[src/rtl/blur_pkg.sv]
// Shared encodings for the horizontal blur line sequencer: FSM states, kernel radii and
// tag field layout.
package blur_pkg;

  typedef enum logic [2:0] {
    StIdle,
    StPrePad,
    StActive,
    StPostPad,
    StDrain
  } state_e;

  localparam int unsigned R5  = 2;
  localparam int unsigned R11 = 5;

  localparam int unsigned TagW     = 4;
  localparam int unsigned TagValid = 0;
  localparam int unsigned TagSol   = 1;
  localparam int unsigned TagEol   = 2;
  localparam int unsigned TagEof   = 3;

  typedef logic [TagW-1:0] tag_t;

  function automatic logic [2:0] tap_radius(input logic toggle);
    return toggle ? 3'(R11) : 3'(R5);
  endfunction

endpackage

[src/rtl/blur_line_sequencer_if.sv]
// Pixel-in / convolver-out bundle of the blur line sequencer.
// The slave side is the sequencer, the master side is the source plus downstream observer.
interface blur_line_sequencer_if;

  logic [7:0] in_pixel;
  logic       in_valid;
  logic       in_sof;
  logic       in_ready;
  logic       mode_req;
  logic [7:0] conv_pixel;
  logic       conv_toggle;
  logic       out_valid;
  logic       out_sol;
  logic       out_eol;
  logic       out_eof;
  logic       underrun;
  logic       busy;

  modport master (
    output in_pixel, in_valid, in_sof, mode_req,
    input  in_ready, conv_pixel, conv_toggle, out_valid, out_sol, out_eol, out_eof,
    input  underrun, busy
  );

  modport slave (
    input  in_pixel, in_valid, in_sof, mode_req,
    output in_ready, conv_pixel, conv_toggle, out_valid, out_sol, out_eol, out_eof,
    output underrun, busy
  );

endinterface

[src/rtl/blur_tag_pipe.sv]
// Column tag delay line: six stages deep, tapped after R5+1 or R11+1 cycles so each tag
// lines up with the centred convolver result.
module blur_tag_pipe
  import blur_pkg::*;
(
  input  logic clk,
  input  logic rst_n,
  input  logic i_sel_long,
  input  tag_t i_tag,
  output tag_t o_tag,
  output logic o_empty
);

  tag_t r_stage [R11+1];
  logic w_live;

  always_ff @(posedge clk or negedge rst_n) begin
    if (!rst_n) begin
      for (int unsigned k = 0; k <= R11; k++) r_stage[k] <= '0;
    end else begin
      r_stage[0] <= i_tag;
      for (int unsigned k = 1; k <= R11; k++) r_stage[k] <= r_stage[k-1];
    end
  end

  // Stages beyond the active tap are dead and never hold back a mode change.
  always_comb begin
    w_live = 1'b0;
    for (int unsigned k = 0; k <= R11; k++) begin
      if (k <= (i_sel_long ? R11 : R5)) w_live = w_live | r_stage[k][TagValid];
    end
  end

  assign o_tag   = i_sel_long ? r_stage[R11] : r_stage[R5];
  assign o_empty = ~w_live;

endmodule

[src/rtl/blur_line_sequencer.sv]
// Feeds the horizontal Gaussian convolver one padded line at a time and tags real columns.
// Define BLUR_ZERO_PAD_EN for zero padding; otherwise edge pixels are replicated.
module blur_line_sequencer
  import blur_pkg::*;
#(
  parameter int unsigned IMG_WIDTH  = 640,
  parameter int unsigned IMG_HEIGHT = 480,
  parameter int unsigned COL_W      = 10,
  parameter int unsigned ROW_W      = 9
) (
  input logic            clk,
  input logic            rst_n,
  blur_line_sequencer_if.slave bus
);

  localparam logic [COL_W-1:0] LastCol = COL_W'(IMG_WIDTH - 1);
  localparam logic [ROW_W-1:0] LastRow = ROW_W'(IMG_HEIGHT - 1);

  state_e           r_state;
  logic [COL_W-1:0] r_col;
  logic [ROW_W-1:0] r_row;
  logic [2:0]       r_cnt;
  logic [7:0]       r_edge;
  logic [7:0]       r_conv;
  logic             r_toggle;
  logic             r_underrun;

  logic [2:0] w_r;
  logic       w_ready;
  logic       w_xfer;
  logic       w_empty;
  logic [7:0] w_pad_in;
  logic [7:0] w_pad_edge;
  tag_t       w_tag;
  tag_t       w_tag_out;

`ifdef BLUR_ZERO_PAD_EN
  assign w_pad_in   = '0;
  assign w_pad_edge = '0;
`else
  assign w_pad_in   = bus.in_pixel;
  assign w_pad_edge = r_edge;
`endif

  assign w_r    = tap_radius(r_toggle);
  assign w_xfer = bus.in_valid & w_ready;

  // A frame start must wait for the old tags to leave, since it may change the pipe depth.
  always_comb begin
    w_ready = 1'b0;
    unique case (r_state)
      StIdle:   w_ready = bus.in_sof ? w_empty : (r_row != '0);
      StActive: w_ready = (r_col != LastCol);
      default:  w_ready = 1'b0;
    endcase
  end

  always_comb begin
    w_tag = '0;
    if (r_state == StActive) begin
      w_tag[TagValid] = 1'b1;
      w_tag[TagSol]   = (r_col == '0);
      w_tag[TagEol]   = (r_col == LastCol);
      w_tag[TagEof]   = (r_col == LastCol) && (r_row == LastRow);
    end
  end

  always_ff @(posedge clk or negedge rst_n) begin
    if (!rst_n) begin
      r_state    <= StIdle;
      r_col      <= '0;
      r_row      <= '0;
      r_cnt      <= '0;
      r_edge     <= '0;
      r_conv     <= '0;
      r_toggle   <= 1'b0;
      r_underrun <= 1'b0;
    end else begin
      unique case (r_state)
        StIdle: begin
          r_conv <= '0;
          if (w_xfer) begin
            r_edge  <= bus.in_pixel;
            r_conv  <= w_pad_in;
            r_cnt   <= '0;
            r_col   <= '0;
            r_state <= StPrePad;
            if (bus.in_sof) begin
              r_toggle   <= bus.mode_req;
              r_row      <= '0;
              r_underrun <= 1'b0;
            end
          end
        end
        StPrePad: begin
          if (r_cnt == w_r - 3'd1) begin
            r_conv  <= r_edge;
            r_col   <= '0;
            r_state <= StActive;
          end else begin
            r_cnt <= r_cnt + 3'd1;
          end
        end
        StActive: begin
          if (r_col == LastCol) begin
            r_conv  <= w_pad_edge;
            r_cnt   <= '0;
            r_col   <= '0;
            r_state <= StPostPad;
          end else begin
            r_col <= r_col + COL_W'(1);
            // A missing beat repeats the current column so the line length never changes.
            if (bus.in_valid) begin
              r_edge <= bus.in_pixel;
              r_conv <= bus.in_pixel;
            end else begin
              r_underrun <= 1'b1;
            end
          end
        end
        StPostPad: begin
          if (r_cnt == w_r - 3'd1) begin
            r_conv <= '0;
            r_cnt  <= '0;
            if (r_row == LastRow) begin
              r_row   <= '0;
              r_state <= StDrain;
            end else begin
              r_row   <= r_row + ROW_W'(1);
              r_state <= StIdle;
            end
          end else begin
            r_cnt <= r_cnt + 3'd1;
          end
        end
        StDrain: begin
          r_conv <= '0;
          if (r_cnt == w_r) r_state <= StIdle;
          else              r_cnt   <= r_cnt + 3'd1;
        end
        default: r_state <= StIdle;
      endcase
    end
  end

  blur_tag_pipe u_tag_pipe (
    .clk        (clk),
    .rst_n      (rst_n),
    .i_sel_long (r_toggle),
    .i_tag      (w_tag),
    .o_tag      (w_tag_out),
    .o_empty    (w_empty)
  );

  assign bus.in_ready    = w_ready;
  assign bus.conv_pixel  = r_conv;
  assign bus.conv_toggle = r_toggle;
  assign bus.out_valid   = w_tag_out[TagValid];
  assign bus.out_sol     = w_tag_out[TagSol];
  assign bus.out_eol     = w_tag_out[TagEol];
  assign bus.out_eof     = w_tag_out[TagEof];
  assign bus.underrun    = r_underrun;
  assign bus.busy        = (r_state != StIdle) || !w_empty;

endmodule
[src/flat_wrapper.sv]
// flat-port wrapper written by rule: the top's interface ports become plain ports
module blur_line_sequencer_flat import blur_pkg::*;
#(
  parameter int unsigned IMG_WIDTH  = 640,
  parameter int unsigned IMG_HEIGHT = 480,
  parameter int unsigned COL_W      = 10,
  parameter int unsigned ROW_W      = 9
)
  (clk, rst_n, bus_in_pixel, bus_in_valid, bus_in_sof, bus_mode_req, bus_in_ready, bus_conv_pixel, bus_conv_toggle, bus_out_valid, bus_out_sol, bus_out_eol, bus_out_eof, bus_underrun, bus_busy);
  blur_line_sequencer_if bus_i ();
  input logic clk;
  input logic rst_n;
  input wire logic [$bits(bus_i.in_pixel)-1:0] bus_in_pixel;
  input wire logic [$bits(bus_i.in_valid)-1:0] bus_in_valid;
  input wire logic [$bits(bus_i.in_sof)-1:0] bus_in_sof;
  input wire logic [$bits(bus_i.mode_req)-1:0] bus_mode_req;
  output wire logic [$bits(bus_i.in_ready)-1:0] bus_in_ready;
  output wire logic [$bits(bus_i.conv_pixel)-1:0] bus_conv_pixel;
  output wire logic [$bits(bus_i.conv_toggle)-1:0] bus_conv_toggle;
  output wire logic [$bits(bus_i.out_valid)-1:0] bus_out_valid;
  output wire logic [$bits(bus_i.out_sol)-1:0] bus_out_sol;
  output wire logic [$bits(bus_i.out_eol)-1:0] bus_out_eol;
  output wire logic [$bits(bus_i.out_eof)-1:0] bus_out_eof;
  output wire logic [$bits(bus_i.underrun)-1:0] bus_underrun;
  output wire logic [$bits(bus_i.busy)-1:0] bus_busy;
  assign bus_i.in_pixel = bus_in_pixel;
  assign bus_i.in_valid = bus_in_valid;
  assign bus_i.in_sof = bus_in_sof;
  assign bus_i.mode_req = bus_mode_req;
  assign bus_in_ready = bus_i.in_ready;
  assign bus_conv_pixel = bus_i.conv_pixel;
  assign bus_conv_toggle = bus_i.conv_toggle;
  assign bus_out_valid = bus_i.out_valid;
  assign bus_out_sol = bus_i.out_sol;
  assign bus_out_eol = bus_i.out_eol;
  assign bus_out_eof = bus_i.out_eof;
  assign bus_underrun = bus_i.underrun;
  assign bus_busy = bus_i.busy;
  blur_line_sequencer #(.IMG_WIDTH(IMG_WIDTH), .IMG_HEIGHT(IMG_HEIGHT), .COL_W(COL_W), .ROW_W(ROW_W)) u_core (.clk(clk), .rst_n(rst_n), .bus(bus_i));
endmodule
[config.mk]
export PLATFORM = sky130hd
export DESIGN_NAME = blur_line_sequencer_flat
export DESIGN_NICKNAME = d
export VERILOG_FILES = /design/src/rtl/blur_pkg.sv /design/src/rtl/blur_line_sequencer_if.sv /design/src/rtl/blur_tag_pipe.sv /design/src/rtl/blur_line_sequencer.sv /design/src/flat_wrapper.sv
export SDC_FILE = /design/constraint.sdc
export NUM_CORES = 1
export LEC_CHECK = 0
export ABC_AREA = 1
export CAP_MARGIN = 0
export CORE_UTILIZATION = 49
export DETAILED_ROUTE_END_ITERATION = 7
export PLACE_DENSITY_LB_ADDON = 0.2
export SETUP_SLACK_MARGIN = 0.15
export SYNTH_ARGS = -nofsm -noshare
export SYNTH_HDL_FRONTEND = slang
export SYNTH_SLANG_ARGS = --single-unit
[constraint.sdc]
create_clock -name clk -period 2.2 [get_ports clk]
set_clock_uncertainty 0.05 [all_clocks]
set_input_delay 0.55 -clock clk [delete_from_list [all_inputs] [get_ports clk]]
set_output_delay 0.55 -clock clk [all_outputs]
set_load 0.05 [all_outputs]
==> out/metrics.yaml, run 1 <==
async_flop_share_pct: 100
topRoutingLayerUsed: "met4"
p_leak_uw: 0.00227
power_frac_seq_pct: 29.7
coreArea_sq_mm: 0.00649
yosysSeqAreaShare_pct: 50.0
drc: 4
fp.dieW_microns: 84.8
syn_nets: 443
dieArea_sq_mm: 0.00718
port_buffers: 28
combPwrFrac_pct: 50.9
synth_area_sq_mm: 0.00336
p_sw_uw: 2650
viasPerCell: 5.22
drtPass1Iterations: 7
wirelength_microns: 7990
clkPwrFrac_pct: 19.5
max-slew-margin-rel_pct: 67.3
fin_crit_sh_pct: 99.1
ant_nets: 0
crit_type: "reg2out"
dp_hpwl_microns: 5050
cp-start-kind: "register"
grt_pass1_wl_microns: 13500
placed_area_sq_mm: 0.00387
rsz0062_at_grt: "true"
wl_met3_microns: 330
cts.sinks: 67
drive_gt1_share_pct: 21.2
antenna_found_initial: 0
finalPower_uw: 5960
clk_pin_slew_ns: 0.07
cts_root_buf: "clkbuf_8"
place_inst: 538
final_cell_mix: "nand2_1, dfrtp_1, inv_1, buf_4, nand3_1"
final_cells: 578
route.vias.total: 3017
grt_max_degree: 68
grt-ovfl-total: 0
ir_drop_mv: 0.662
drv.max_cap_violation_count: 0
intPower_uw: 3320
gr-usage-all-layers_pct: 24.1
max_freq_mhz: 459
hold_ws_ns: 0.147
routed-wl-met2_microns: 3890
nets: 514
netSwitchingFraction_pct: 44.4
min_period_ns: 2.18
postSynthCellCount: 425
cp-end-kind: "primary output"
worstMarginPinSlew_ns: 0.492
core.rowCount: 29
cp_max_fo: 2
cts_buffers: 9
yosys.area.top_type: "dfrtp_1"
diodes: 0
drtIter0Drc: 159
violations: "design-rule violations"
synth_top_area_share_pct: 50.0
run_status: "finished, violations left"
cts_max_level: 3
synth_edf_count: 0
netlist-cell-type-count: 34
synth_area_per_cell_sq_um: 7.90
cts_buffer_depth: 2
tritoncts: "done"
stdcell_area_sq_mm: 0.00436
synth_warnings: 0
critPathRequiredTime_ns: 1.60
yosys_most_used_dff: "dfrtp_1"
cp_data_arrival_time_ns: 1.58
grt_pass1_vias: 2965
die_y_microns: 84.8
wl_per_cell_microns: 13.8
finalHoldViolCount: 0
min_path_type: "in2async"
area_growth_pct: 29.9
final_common_cell: "nand2_1"
met1_length_microns: 3680
ios: 29
power_density_mw_per_mm2: 1370
initial_core_util_pct: 51.7
final-setup-viol-count: 0
fin_util_pct: 67.1
place.gp.congestion: 0.876
hold_buffers: 0
slew_violations: 0
insertion_delay_ns: 0.35
ys_ff_latch: 67
synthTopCellsByArea: "dfrtp_1, nand2_1, inv_1"
registers in the layout, indices dropped and copies added, names as in the netlist:
| register | cells |
|---|---|
| u_core.bus.conv_pixel | 8 |
| u_core.bus.conv_toggle | 1 |
| u_core.bus.underrun | 1 |
| u_core.r_cnt | 3 |
| u_core.r_col | 10 |
| u_core.r_edge | 8 |
| u_core.r_row | 9 |
| u_core.r_state | 3 |
| u_core.u_tag_pipe.r_stage | 24 |
what timing repair did:
action,CTS,global route
hold endpoints to repair,0,0
resized for setup,20,19
pin swaps,9,6
setup endpoints to repair,11,14
setup buffers,15,9
cells in the mapped netlist (all sizes together) (2+ instances only):
cell and count:
ha 5, nor3 5, dfrtp 67, nor2 25, nor4 2, o21ai 17
a21oi 13, nand3 27, nand4 18, inv 43, nand3b 2, buf 5
xor2 2, nand2 187
routing by layer:
metal	global-route usage (%)	vias up
li1	-	1506
met1	31.8	1416
met2	39.6	85
met3	4.72	10
met4	8.78	0
met5	0	-
metrics by stage:
| stage | TNS (ns) | worst slack [ns] |
|---|---|---|
| 6_report | 0 | 0.0197 |
| 5_1_grt | -0.0518 | -0.0518 |
| 4_1_cts | 0 | 0.0665 |
| 3_5_place_dp | -0.471 | -0.0641 |
| 3_3_place_gp | -0.0458 | -0.0458 |
| 2_1_floorplan | 0 | 0.184 |
layout make-up:
class	count	area [sq um]
Clock buffer	10	138
Clock inverter	6	88.8
Fill cell	514	2130
Inverter	43	164
Multi-Input combinational cell	309	1570
Sequential cell	67	1680
Tap cell	77	96.3
Timing Repair Buffer	66	622
worst paths after layout:
kind,start,end,slack [ns],cells after the start
worst max-delay path,u_core.r_col[1],bus_in_ready,0.02,7
worst min-delay path,rst_n,u_core.u_tag_pipe.r_stage[6],0.15,2
worst max register to register,u_core.r_col[1],u_core.r_row[8],0.22,13
worst min register to register,u_core.u_tag_pipe.r_stage[11],u_core.u_tag_pipe.r_stage[7],0.30,0
max in group asynchronous,rst_n,u_core.r_col[8],1.62,2
min in group clk,u_core.u_tag_pipe.r_stage[11],u_core.u_tag_pipe.r_stage[7],0.30,0
kinds of logic (layout without fill, tap and decap cells):
logic type	after synthesis	after routing	synth area share, %
flops	67	67	50.0
buf+inv	49	125	5.93
simple gates	267	267	35.8
fa+ha+maj	5	5	1.86
xor+xnor	3	3	0.783
compound gates	34	34	5.70
critical path: stages, from the launching register on:
cell and delay, ns:
dfrtp_1 0.42, ha_4 0.18, nand3_4 0.09, nor2_4 0.11
nand2_2 0.08, nand2_4 0.09, nand3_4 0.09, buf_12 0.16
power groups by stage:
stage / combinational, uW / clock, uW / sequential, uW
after floorplan: 1640 / 0 / 1910
after global placement: 2620 / 0 / 1750
after detailed placement: 2690 / 0 / 1770
after CTS: 2800 / 1180 / 1750
after global routing: 3320 / 1250 / 1800
final: 3030 / 1160 / 1770
Note: power is estimated with default switching activity, not from simulation.
==> run 2: changes to the inputs <==
--- a/config.mk
+++ b/config.mk
@@ -10,7 +10,7 @@
 export CORE_UTILIZATION = 49
 export DETAILED_ROUTE_END_ITERATION = 7
 export PLACE_DENSITY_LB_ADDON = 0.2
-export SETUP_SLACK_MARGIN = 0.15
+export SETUP_SLACK_MARGIN = 0.1
 export SYNTH_ARGS = -nofsm -noshare
 export SYNTH_HDL_FRONTEND = slang
 export SYNTH_SLANG_ARGS = --single-unit
==> run 2 against run 1 <==
The flow still finishes with violations (design-rule violations); utilization is 0.48 points lower; die area stayed put; combinational power is 3% lower; critical path type unchanged; final cell count is 0.52% lower; register-to-register slack worse by 0.03 ns; highest routed layer unchanged; non-clock buffer count is 3 lower.
==> out/metrics.yaml, run 2 (synthesized netlist as in run 1, its figures left out) <==
path_buf_inv: 1  # unchanged
clkPwrFrac_pct: 19.7  # +0.2 points
core.rowCount: 29  # unchanged
cp_cell_sequence: "ha_4, nand3_4, nor2_4, nand2_2, nand2_4, nand3_4, buf_12"
dieArea_sq_mm: 0.00718  # unchanged
finalHoldViolCount: 0  # unchanged
grt-ovfl-total: 0  # unchanged
crit_type: "reg2out"
max_freq_mhz: 459  # about the same
combPwrFrac_pct: 50.2  # -0.7 points
p_sw_uw: 2600  # -1.7%
cp-end-kind: "primary output"
cp-start-kind: "register"
cts_buffers: 9  # unchanged
cp_max_fo: 2  # unchanged
dp_hpwl_microns: 5050  # unchanged
grt_pass1_wl_microns: 13500  # unchanged
wl_per_cell_microns: 13.8  # about the same
clk_pin_slew_ns: 0.07  # about the same
run_status: "finished, violations left"
drv.max_cap_violation_count: 0  # unchanged
rsz0062_at_grt: "true"
max-slew-margin-rel_pct: 66.5  # -0.82 points
slew_violations: 0  # unchanged
drtIter0Drc: 199  # +25%
largest_reg_flops: 24  # unchanged
hold_buffers: 0  # unchanged
reg_top3: "u_core.u_tag_pipe.r_stage: 24 flops, u_core.r_col: 10 flops, u_core.r_row: 9 flops"
placed_area_sq_mm: 0.00387  # unchanged
p_leak_uw: 0.00228  # +0.30%
coreArea_sq_mm: 0.00649  # unchanged
tritoncts: "done"
intPower_uw: 3270  # -1.4%
antenna_found_initial: 0  # unchanged
min_path_type: "in2async"
gr-usage-all-layers_pct: 24.1  # unchanged
cpMostUsedCell: "nand3_4"
grt_max_degree: 68  # unchanged
cts.sinks: 67  # unchanged
insertion_delay_ns: 0.34  # about the same
drive_gt1_share_pct: 20.5  # -0.68 points
place.gp.congestion: 0.876  # unchanged
ir_drop_mv: 0.642  # -3.0%
die_y_microns: 84.8  # unchanged
cts_buffer_depth: 2  # unchanged
fp.dieW_microns: 84.8  # unchanged
fill_cells: 524  # +1.9%
final_common_cell: "nand2_1"
nets: 511  # -0.58%
fin_util_pct: 66.7  # -0.48 points
initial_core_util_pct: 51.7  # unchanged
ios: 29  # unchanged
grt_pass1_vias: 2965  # unchanged
netSwitchingFraction_pct: 44.3  # -0.065 points
power_density_mw_per_mm2: 1360  # -0.84%
route.vias.total: 3013  # -0.13%
final-setup-viol-count: 0  # unchanged
cts_root_buf: "clkbuf_8"
violations: "design-rule violations"
largest_register: "u_core.u_tag_pipe.r_stage"
viasPerCell: 5.24  # +0.39%
cp_data_arrival_time_ns: 1.58  # about the same
finalPower_uw: 5870  # -1.5%
ant_nets: 0  # unchanged
diodes: 0  # unchanged
critPathRequiredTime_ns: 1.60  # about the same
wirelength_microns: 7950  # -0.43%
final_cell_mix: "nand2_1, dfrtp_1, inv_1"
setup_tns_ns: 0  # unchanged
stdcell_area_sq_mm: 0.00433  # -0.72%
fin_crit_sh_pct: 99.1  # about the same
worst_path_largest_cell_delay_ns: 0.43  # about the same
drtPass1Iterations: 7  # unchanged
cts_max_level: 3  # unchanged
drc: 4  # unchanged
cp_slowest_cell: "dfrtp_1"
area_growth_pct: 29.0
min_period_ns: 2.18  # -0.000563 ns
port_buffers: 28  # unchanged
power_frac_seq_pct: 30.1  # +0.4 points
cpLargestDelayFamily: "simple AND/OR/NAND/NOR gates"
worstMarginPinSlew_ns: 0.502  # +0.00945 ns
run 2: cell types whose count changed in the layout (fill, tap and decap cells not counted), sizes merged:
cell,change
buf,-3
dlygate4sd2,-2
dlymetal6s2s,+2
run 2: worst register-to-register path: cells and delay by family (launching register included):
kind	cells	cell delay [ns]
DFF	1	0.43
buffers and inverters	3	0.46
adders and majority gates	1	0.18
and+or+nand+nor	9	0.79
run 2: metal layers:
layer	track usage (%)	wire length, microns
met1	31.8	3600
met2	39.6	3920
met3	4.72	371
met4	8.78	65
met5	0	0
run 2: layout make-up:
class	count	area [sq um]	area share [%]
Inverter	43	161	3.73
Clock inverter	6	88.8	2.05
Tap cell	77	96.3	2.23
Multi-Input combinational cell	309	1560	36.0
Timing Repair Buffer	63	603	13.9
Sequential cell	67	1680	38.9
Clock buffer	10	138	3.18
run 2: worst paths after layout:
check                                                 to  cells past startpoint                           from  slack [ns]
max                                         bus_in_ready                      7                u_core.r_col[1]        0.02
min                         u_core.u_tag_pipe.r_stage[6]                      2                          rst_n        0.15
max reg2reg                              u_core.r_row[8]                     13                u_core.r_col[1]        0.19
min reg2reg                u_core.u_tag_pipe.r_stage[14]                      0  u_core.u_tag_pipe.r_stage[18]        0.30
max in group asynchronous                u_core.r_col[8]                      2                          rst_n        1.62
min in group clk           u_core.u_tag_pipe.r_stage[14]                      0  u_core.u_tag_pipe.r_stage[18]        0.30
run 2: power by group through the flow:
stage / Combinational [uW] / Sequential, uW / Clock [uW]
after detailed placement: 2690 / 1770 / 0
after global placement: 2620 / 1750 / 0
after CTS: 2810 / 1750 / 1180
final: 2950 / 1770 / 1150
after global routing: 3230 / 1800 / 1250
after floorplan: 1640 / 1910 / 0
run 2: timing repair:
item	in CTS	in global routing
buffers inserted	15	6
gates resized for setup	18	17
pin swaps	9	6
setup endpoints to repair	9	15
run 2: stage by stage:
stage	std cells	hold WS, ns	setup slack [ns]
after floorplan	425	0.204	0.184
after global placement	538	0.282	-0.0458
after detailed placement	538	0.285	-0.0641
after CTS	569	0.176	0.0665
after global routing	575	0.177	-0.0524
final	575	0.151	0.0202
